==> src/rtl/mul_share_arbiter.sv <==
// Shares one pipelined fixed-point multiplier among N_REQ requesters.
// Round-robin grant with burst hold; a tag pipeline routes each product back.
//
// Ports:
//   clk, rst             clock, asynchronous active-high reset
//   req_valid/req_ready  per-requester handshake (req_ready is one-hot)
//   req_a, req_b         packed signed operands, requester i at [i*WIDTH +: WIDTH]
//   mul_a, mul_b         operands to the shared multiplier (0 when idle)
//   mul_result           multiplier output, MUL_LAT cycles after its operands
//   resp_valid/resp_data one-hot result strobe and product (0 when idle)
//   busy                 high while any issued request is still in flight
module mul_share_arbiter #(
    parameter int WIDTH     = 14,
    parameter int N_REQ     = 4,
    parameter int MAX_BURST = 4,
    parameter int MUL_LAT   = 1
) (
    input  logic                   clk,
    input  logic                   rst,
    input  logic [N_REQ-1:0]       req_valid,
    input  logic [N_REQ*WIDTH-1:0] req_a,
    input  logic [N_REQ*WIDTH-1:0] req_b,
    output logic [N_REQ-1:0]       req_ready,
    output logic [WIDTH-1:0]       mul_a,
    output logic [WIDTH-1:0]       mul_b,
    input  logic [WIDTH-1:0]       mul_result,
    output logic [N_REQ-1:0]       resp_valid,
    output logic [WIDTH-1:0]       resp_data,
    output logic                   busy
);

    localparam int IDW = (N_REQ > 1) ? $clog2(N_REQ) : 1;

    typedef logic [IDW-1:0] id_t;
    typedef logic [3:0]     cnt_t;

    localparam cnt_t MAXB = cnt_t'(MAX_BURST);
    localparam id_t  LAST = id_t'(N_REQ - 1);

    id_t  rr_ptr;
    id_t  last_id;
    cnt_t burst_cnt;

    logic [MUL_LAT-1:0] tag_v;
    id_t                tag_id [MUL_LAT];

    logic xfer;
    logic hold;
    logic others;
    logic rr_found;
    id_t  rr_id;
    id_t  gnt_id;
    cnt_t cnt_next;
    id_t  ptr_next;

    // Round-robin search from rr_ptr, wrapping at N_REQ-1.
    always_comb begin
        rr_found = 1'b0;
        rr_id    = '0;
        for (int k = 0; k < N_REQ; k++) begin
            int idx;
            idx = int'(rr_ptr) + k;
            if (idx >= N_REQ) idx = idx - N_REQ;
            if (!rr_found && req_valid[idx[IDW-1:0]]) begin
                rr_found = 1'b1;
                rr_id    = idx[IDW-1:0];
            end
        end
    end

    // Burst hold keeps the last winner until MAX_BURST, unless nobody
    // else is waiting, in which case it keeps the grant indefinitely.
    always_comb begin
        others = 1'b0;
        for (int j = 0; j < N_REQ; j++) begin
            if (j != int'(last_id) && req_valid[j]) others = 1'b1;
        end
        hold   = req_valid[last_id] && ((burst_cnt < MAXB) || !others);
        gnt_id = hold ? last_id : rr_id;
        xfer   = !rst && (hold || rr_found);
        if (!hold) begin
            cnt_next = cnt_t'(1);
        end else if (burst_cnt < MAXB) begin
            cnt_next = burst_cnt + cnt_t'(1);
        end else begin
            cnt_next = burst_cnt;
        end
        ptr_next = (gnt_id == LAST) ? '0 : gnt_id + id_t'(1);
    end

    always_comb begin
        req_ready = '0;
        mul_a     = '0;
        mul_b     = '0;
        if (xfer) begin
            req_ready[gnt_id] = 1'b1;
            mul_a = req_a[int'(gnt_id)*WIDTH +: WIDTH];
            mul_b = req_b[int'(gnt_id)*WIDTH +: WIDTH];
        end
    end

    always_ff @(posedge clk or posedge rst) begin
        if (rst) begin
            rr_ptr    <= '0;
            last_id   <= '0;
            burst_cnt <= '0;
        end else if (xfer) begin
            rr_ptr    <= ptr_next;
            last_id   <= gnt_id;
            burst_cnt <= cnt_next;
        end
    end

    // Tag pipeline mirrors the multiplier latency.
    always_ff @(posedge clk or posedge rst) begin
        if (rst) begin
            tag_v <= '0;
            for (int i = 0; i < MUL_LAT; i++) tag_id[i] <= '0;
        end else begin
            tag_v[0]  <= xfer;
            tag_id[0] <= gnt_id;
            for (int i = 1; i < MUL_LAT; i++) begin
                tag_v[i]  <= tag_v[i-1];
                tag_id[i] <= tag_id[i-1];
            end
        end
    end

    always_comb begin
        resp_valid = '0;
        resp_data  = '0;
        if (!rst && tag_v[MUL_LAT-1]) begin
            resp_valid[tag_id[MUL_LAT-1]] = 1'b1;
            resp_data = mul_result;
        end
    end

    assign busy = !rst && (|tag_v);

endmodule
==> config.mk <==
export PLATFORM = sky130hd
export DESIGN_NAME = mul_share_arbiter
export DESIGN_NICKNAME = d
export VERILOG_FILES = /design/src/rtl/mul_share_arbiter.sv
export SDC_FILE = /design/constraint.sdc
export NUM_CORES = 1
export LEC_CHECK = 0
export BUFFER_PORTS_ARGS = -buffer_cell sky130_fd_sc_hd__buf_2
export CAP_MARGIN = 20
export CORE_ASPECT_RATIO = 1.75
export CORE_UTILIZATION = 35
export CTS_CLUSTER_SIZE = 12
export DETAILED_ROUTE_END_ITERATION = 7
export GPL_TIMING_DRIVEN = 0
export PLACE_DENSITY_LB_ADDON = 0.05
export REMOVE_ABC_BUFFERS = 1
export SYNTH_ARGS = -nofsm -noshare
export SYNTH_HDL_FRONTEND = slang
export SYNTH_SLANG_ARGS = --single-unit
==> constraint.sdc <==
create_clock -name clk -period 2.85 [get_ports clk]
set_clock_uncertainty 0.15 [all_clocks]
set_input_delay 0 -clock clk [delete_from_list [all_inputs] [get_ports clk]]
set_output_delay 0 -clock clk [all_outputs]
set_load 0.005 [all_outputs]
Yosys cells after proc, flatten, opt, wreduce, memory -nomap -nowiden --
Cells that the tools add are included.
Operators by class: $add $sub $neg 9, multiply operators 1, $lt $le $gt $ge 14, equality and inequality tests 5, shifts and indexed selects 2, mux-type cells 39, reduce and logical (&&, ||, !) cells 21
Operators by type and width (count):
- $shiftx A56 B32 Y14 | 1
- $shiftx A56 B7 Y14 | 1
- $mux W14 | 3
- $lt A2 B3 Y1 const B | 7
- $mux W2 | 10
- $mux W4 | 4
- $mux W1 | 15
- $logic_and A1 B1 Y1 | 12
- $bmux W1 S2 | 5
- $ge A3 B3 Y1 const B | 3
- $sub A2 B1 Y2 const B | 4
- $add A2 B2 Y3 const B | 2
- $logic_not A1 Y1 | 5
- $mul A2 B3 Y5 const B | 1
- $add A4 B1 Y4 const B | 1
- $demux W1 S2 | 2
- $ge A2 B1 Y1 const B | 2
- $lt A4 B3 Y1 const B | 1
- $ne A2 B2 Y1 const A | 2
- $add A2 B1 Y3 const B | 1
- $ge A2 B3 Y1 const B | 1
- $add A2 B1 Y2 const B | 1
- $eq A2 B2 Y1 const B | 1
- $logic_or A1 B1 Y1 | 2
- other kinds (4) | 4
Word-level totals: register bits 11, output and inout port bits 51, logic and storage cells 96

Longest topological paths before layout --
depth in word-level cells 20, gate-level depth with buffers 11, mapped depth without buffers 8

Worst setup path after synthesis --
OpenSTA, ideal clock, no wires.
path type register to register, from reg last_id[1], to reg rr_ptr[1], library setup time 125 ps, arrival 1936 ps, path slack 639 ps, cell stages (with the launch flop) 11, buffers on the path 3, cell sequence dfrtp_1 -> buf_6 -> mux2i_1 -> a31oi_1 -> a21o_4 -> a21oi_2 -> buf_6 -> buf_6 -> inv_1 -> ha_1 -> mux2_2
Between the ends: longest elaborated chain between the ends 12, elaborated cells between the ends (all ways) 23, those cells by class 1 x add/sub; 4 x eq/ne; 8 x mux; 10 x reduce/logical
RTL lines:
- from (decl) | line 41 | id_t last_id;
- from (signal assigned) | line 109 | last_id <= gnt_id;
- $reduce_bool A2 Y1 | line 76 | if (j != int'(last_id) && req_valid[j]) others = 1'b1;
- $logic_and A1 B1 Y1 | line 76
- $mux W1 (4 in a row) | line 76
- $logic_not A1 Y1 | line 78 | hold = req_valid[last_id] && ((burst_cnt < MAXB) || !others);
- $logic_or A1 B1 Y1 | line 78
- $logic_and A1 B1 Y1 | line 78
- $mux W2 * | line 79 | gnt_id = hold ? last_id : rr_id;
- $add A2 B1 Y2 or $eq A2 B2 Y1 (tied branches) | line 88 | ptr_next = (gnt_id == LAST) ? '0 : gnt_id + id_t'(1);
- $mux W2 * | line 88
- named net ptr_next[1] | line 54 | id_t ptr_next;
- to (signal assigned) | line 108 | rr_ptr <= ptr_next;
- to (decl) | line 40 | id_t rr_ptr;
The timed path passes the listed nets; every way through them passes the cells marked *. The select of a mux whose other input is x is not followed. A chain may end at the register's enable or synchronous reset.

Worst setup path in the final report --
from reg last_id[1], to out mul_b[3]
Between the ends: longest elaborated chain between the ends 13, elaborated cells between the ends (all ways) 23, those cells by class 1 x mul; 3 x eq/ne; 1 x shift; 8 x mux; 10 x reduce/logical
RTL lines:
- $reduce_bool A2 Y1 | line 76
- $logic_and A1 B1 Y1 | line 76
- $mux W1 (4 in a row) | line 76
- $logic_not A1 Y1 | line 78
- $logic_or A1 B1 Y1 | line 78
- $logic_and A1 B1 Y1 | line 78
- $mux W2 | line 79
- $mul A2 B3 Y5 | line 98 | mul_b = req_b[int'(gnt_id)*WIDTH +: WIDTH];
- $shiftx A56 B7 Y14 | line 98
- $mux W14 * | line 95 | if (xfer) begin
- to (decl) | line 25 | output logic [WIDTH-1:0] mul_b,
Mark *: on every way between the ends. The rest lies on a longest branch, timed or not. The select of a mux whose other input is x is not followed.

==> flow_summary.json <==
{
  "h-tree-depth": 1,
  "rows": 33,
  "cts.clk_slew.worst_paths_ns": 0.05,
  "period_needed_ns": 2.603,
  "port_buffers": 182,
  "hold_path_end": "resp_data[12]",
  "n_fill_cell": 482,
  "die_area_mm2": 0.005148,
  "grt_antenna_before_repair": 0,
  "start_util_pct": 36.42,
  "wl_um": 5686,
  "drt_iter0_drc": 24,
  "reg2reg_to": "rr_ptr[1]$_DFFE_PP0P_",
  "ys.flop_type": "dfrtp_1",
  "die_height_um": 94.17,
  "grt.overflow.total": 0,
  "gp_congestion": 0.7669,
  "yosys-top-cells-count": "mux2i_1, o22ai_1, and2_1",
  "seq_area_frac_synth_pct": 16.20,
  "avgRoutedWirePerCell_um": 13.83,
  "rr_worst_depth": 8,
  "slew-limit-headroom_pct": 45.33,
  "hold_violations": 0,
  "hold_start": "mul_result[12]",
  "fp.dieW_um": 54.67,
  "cts_buffer_depth": 2,
  "worstReg2RegStart": "last_id[1]$_DFFE_PP0P_",
  "drtAntennaViolNets": 0,
  "slew_viol_final": 0,
  "hold_path.class": "in2out",
  "drive_above_1_share_pct": 55.43,
  "crit_fanout": 25,
  "p_total_w": 0.002267,
  "fmax_ghz": 0.3841,
  "startpoint_type": "flop",
  "multi_input_area_mm2": 0.001246,
  "power.density_mw_per_mm2": 862.8,
  "cp.arrival_ns": 2.45,
  "ys_types": 34,
  "finalCritPeriodShare_pct": 91.35,
  "vias_per_cell": 5.022,
  "numCtsBuffers": 3,
  "grtUsageTotal_pct": 20.92,
  "maxCapViolations": 0,
  "drc": 0,
  "cts-root-buf": "clkbuf_8",
  "power_leakage_nw": 1.625,
  "outcome": "finished, final reports clean",
  "critical_path_class": "reg2out",
  "grt_max_degree": 31,
  "diodes": 0,
  "synth-edff-count": 0,
  "tns_ns": 0,
  "vdd_ir_drop_max_uv": 583.0,
  "worstMarginPinSlew_ns": 0.8184,
  "syn_to_final_growth_pct": 54.64,
  "synth_top_area_share_pct": 34.76,
  "clkLatencyLatePin_ns": 0.24,
  "grt_pass1_vias": 1887,
  "yosysMostFrequentCell": "mux2i_1",
  "reg2reg_slack_ns": 0.44,
  "hpwlAfterDp_um": 4671,
  "async_flop_share_pct": 100.0,
  "end_kind": "output port",
  "drtPass1Iterations": 4,
  "synth_area_per_cell_um2": 9.234,
  "vias": 2064,
  "startpoint": "last_id[1]$_DFFE_PP0P_",
  "worstPathRequired_ns": 2.70,
  "cts_tree": "yes",
  "final_nets": 495,
  "clock-sinks": 11,
  "core_mm2": 0.004666,
  "regArea_um2": 275.3,
  "synthTopCellsByArea": "mux2i_1, dfrtp_1, o22ai_1",
  "setup_viol": 0,
  "netlist_area_mm2": 0.001699,
  "grt_first_pass_wirelength_um": 8142,
  "synth_seq_cells": 11,
  "min_path_cells": 3,
  "syn_inst": 184,
  "ios": 183,
  "ys_warn_count": 0,
  "yosysTopAreaCell": "mux2i_1",
  "rsz0062_at_grt": "false"
}
==> worst max-delay path, stage by stage, from the launching register on <==
cell	delay, ns
dfrtp_1	0.50
mux2i_1	0.22
a31oi_1	0.14
a21o_4	0.26
a21oi_4	0.20
buf_12	0.22
buf_12	0.21
mux2i_1	0.21
o22ai_1	0.09
buf_2	0.15
==> routing by layer <==
layer	GRT usage, %	vias up	share of wire, %
li1	-	1039	-
met1	21.69	920	36
met2	39.16	98	54
met3	5.502	7	8.6
met4	4.274	0	1.3
met5	0	-	0
==> timing repair <==
action,CTS,global route
setup buffers,1,0
endpoints found under the setup margin,24,0
resized for setup,0,0
hold buffers,1,0
endpoints found under the hold margin,13,0
==> logic make-up (layout without fill, tap and decap cells) <==
logic type / count (synthesis) / after routing / synth area share (%)
multiplexers: 65 / 65 / 40.06
AO/OA/AOI/OAI: 46 / 46 / 17.67
AND/OR/NAND/NOR: 37 / 37 / 12.96
adder cells (fa/ha/maj): 3 / 3 / 2.209
flip-flops: 11 / 11 / 16.20
buffers and inverters: 22 / 197 / 10.90
==> sequential cells by signal, indices dropped and copies added, names as in the netlist <==
register   cells
tag_id         2
rr_ptr         2
burst_cnt      4
tag_v          1
last_id        2
==> area by class of cell <==
| cell class | count | share of cell area [%] |
|---|---|---|
| well taps | 52 | 2.476 |
| flip-flops and latches | 11 | 10.48 |
| inverters | 7 | 1.048 |
| multi-input cells | 151 | 47.43 |
| repair buffers | 186 | 36.86 |
| clock buffers | 4 | 1.714 |
==> metrics by stage <==
stage	cell area, um^2	worst slack, ns	hold WS, ns	instances	util, %
finish	2628	0.2466	0.1174	411	56.32
global route	2628	0.05255	0.1381	411	56.32
CTS	2628	0.2402	0.1186	411	56.32
detailed placement	2565	-0.01779	-0.09665	405	54.97
global placement	2517	-2.339	-0.09350	403	53.96
floorplan	1541	-1.607	-0.2976	169	-
==> worst max path at each step <==
stage / to / slack [ns] / cells past startpoint
3_3_place_gp: rr_ptr[1]$_DFFE_PP0P_ / -2.34 / 7
3_5_place_dp: rr_ptr[1]$_DFFE_PP0P_ / -0.02 / 8
6_report: mul_b[3] / 0.25 / 9
2_1_floorplan: rr_ptr[1]$_DFFE_PP0P_ / -1.61 / 7
4_1_cts: mul_b[2] / 0.24 / 9
5_1_grt: mul_b[5] / 0.05 / 9
==> cells in the final DEF, fill, tap and decap left out, types with 2 or more instances in the layout <==
| master | instances |
|---|---|
| a21oi_1 | 6 |
| mux2_4 | 3 |
| o21ai_0 | 2 |
| and3_1 | 2 |
| inv_1 | 6 |
| a31oi_1 | 2 |
| buf_12 | 2 |
| nor2_1 | 8 |
| ha_1 | 3 |
| buf_2 | 182 |
| dfrtp_1 | 11 |
| and2_1 | 16 |
| nand2_1 | 3 |
| clkbuf_8 | 3 |
| nand2_4 | 2 |
| nand3b_1 | 2 |
| o22ai_1 | 28 |
| mux2i_1 | 59 |
==> where the power goes <==
group          internal (W)  switching [W]  leakage (nW)
sequential         0.000220      0.0000729         0.133
clock             0.0000982      0.0000583        0.0228
combinational      0.000936       0.000882          1.47
total               0.00125        0.00101          1.63
Power figures use the tool's default switching activity.
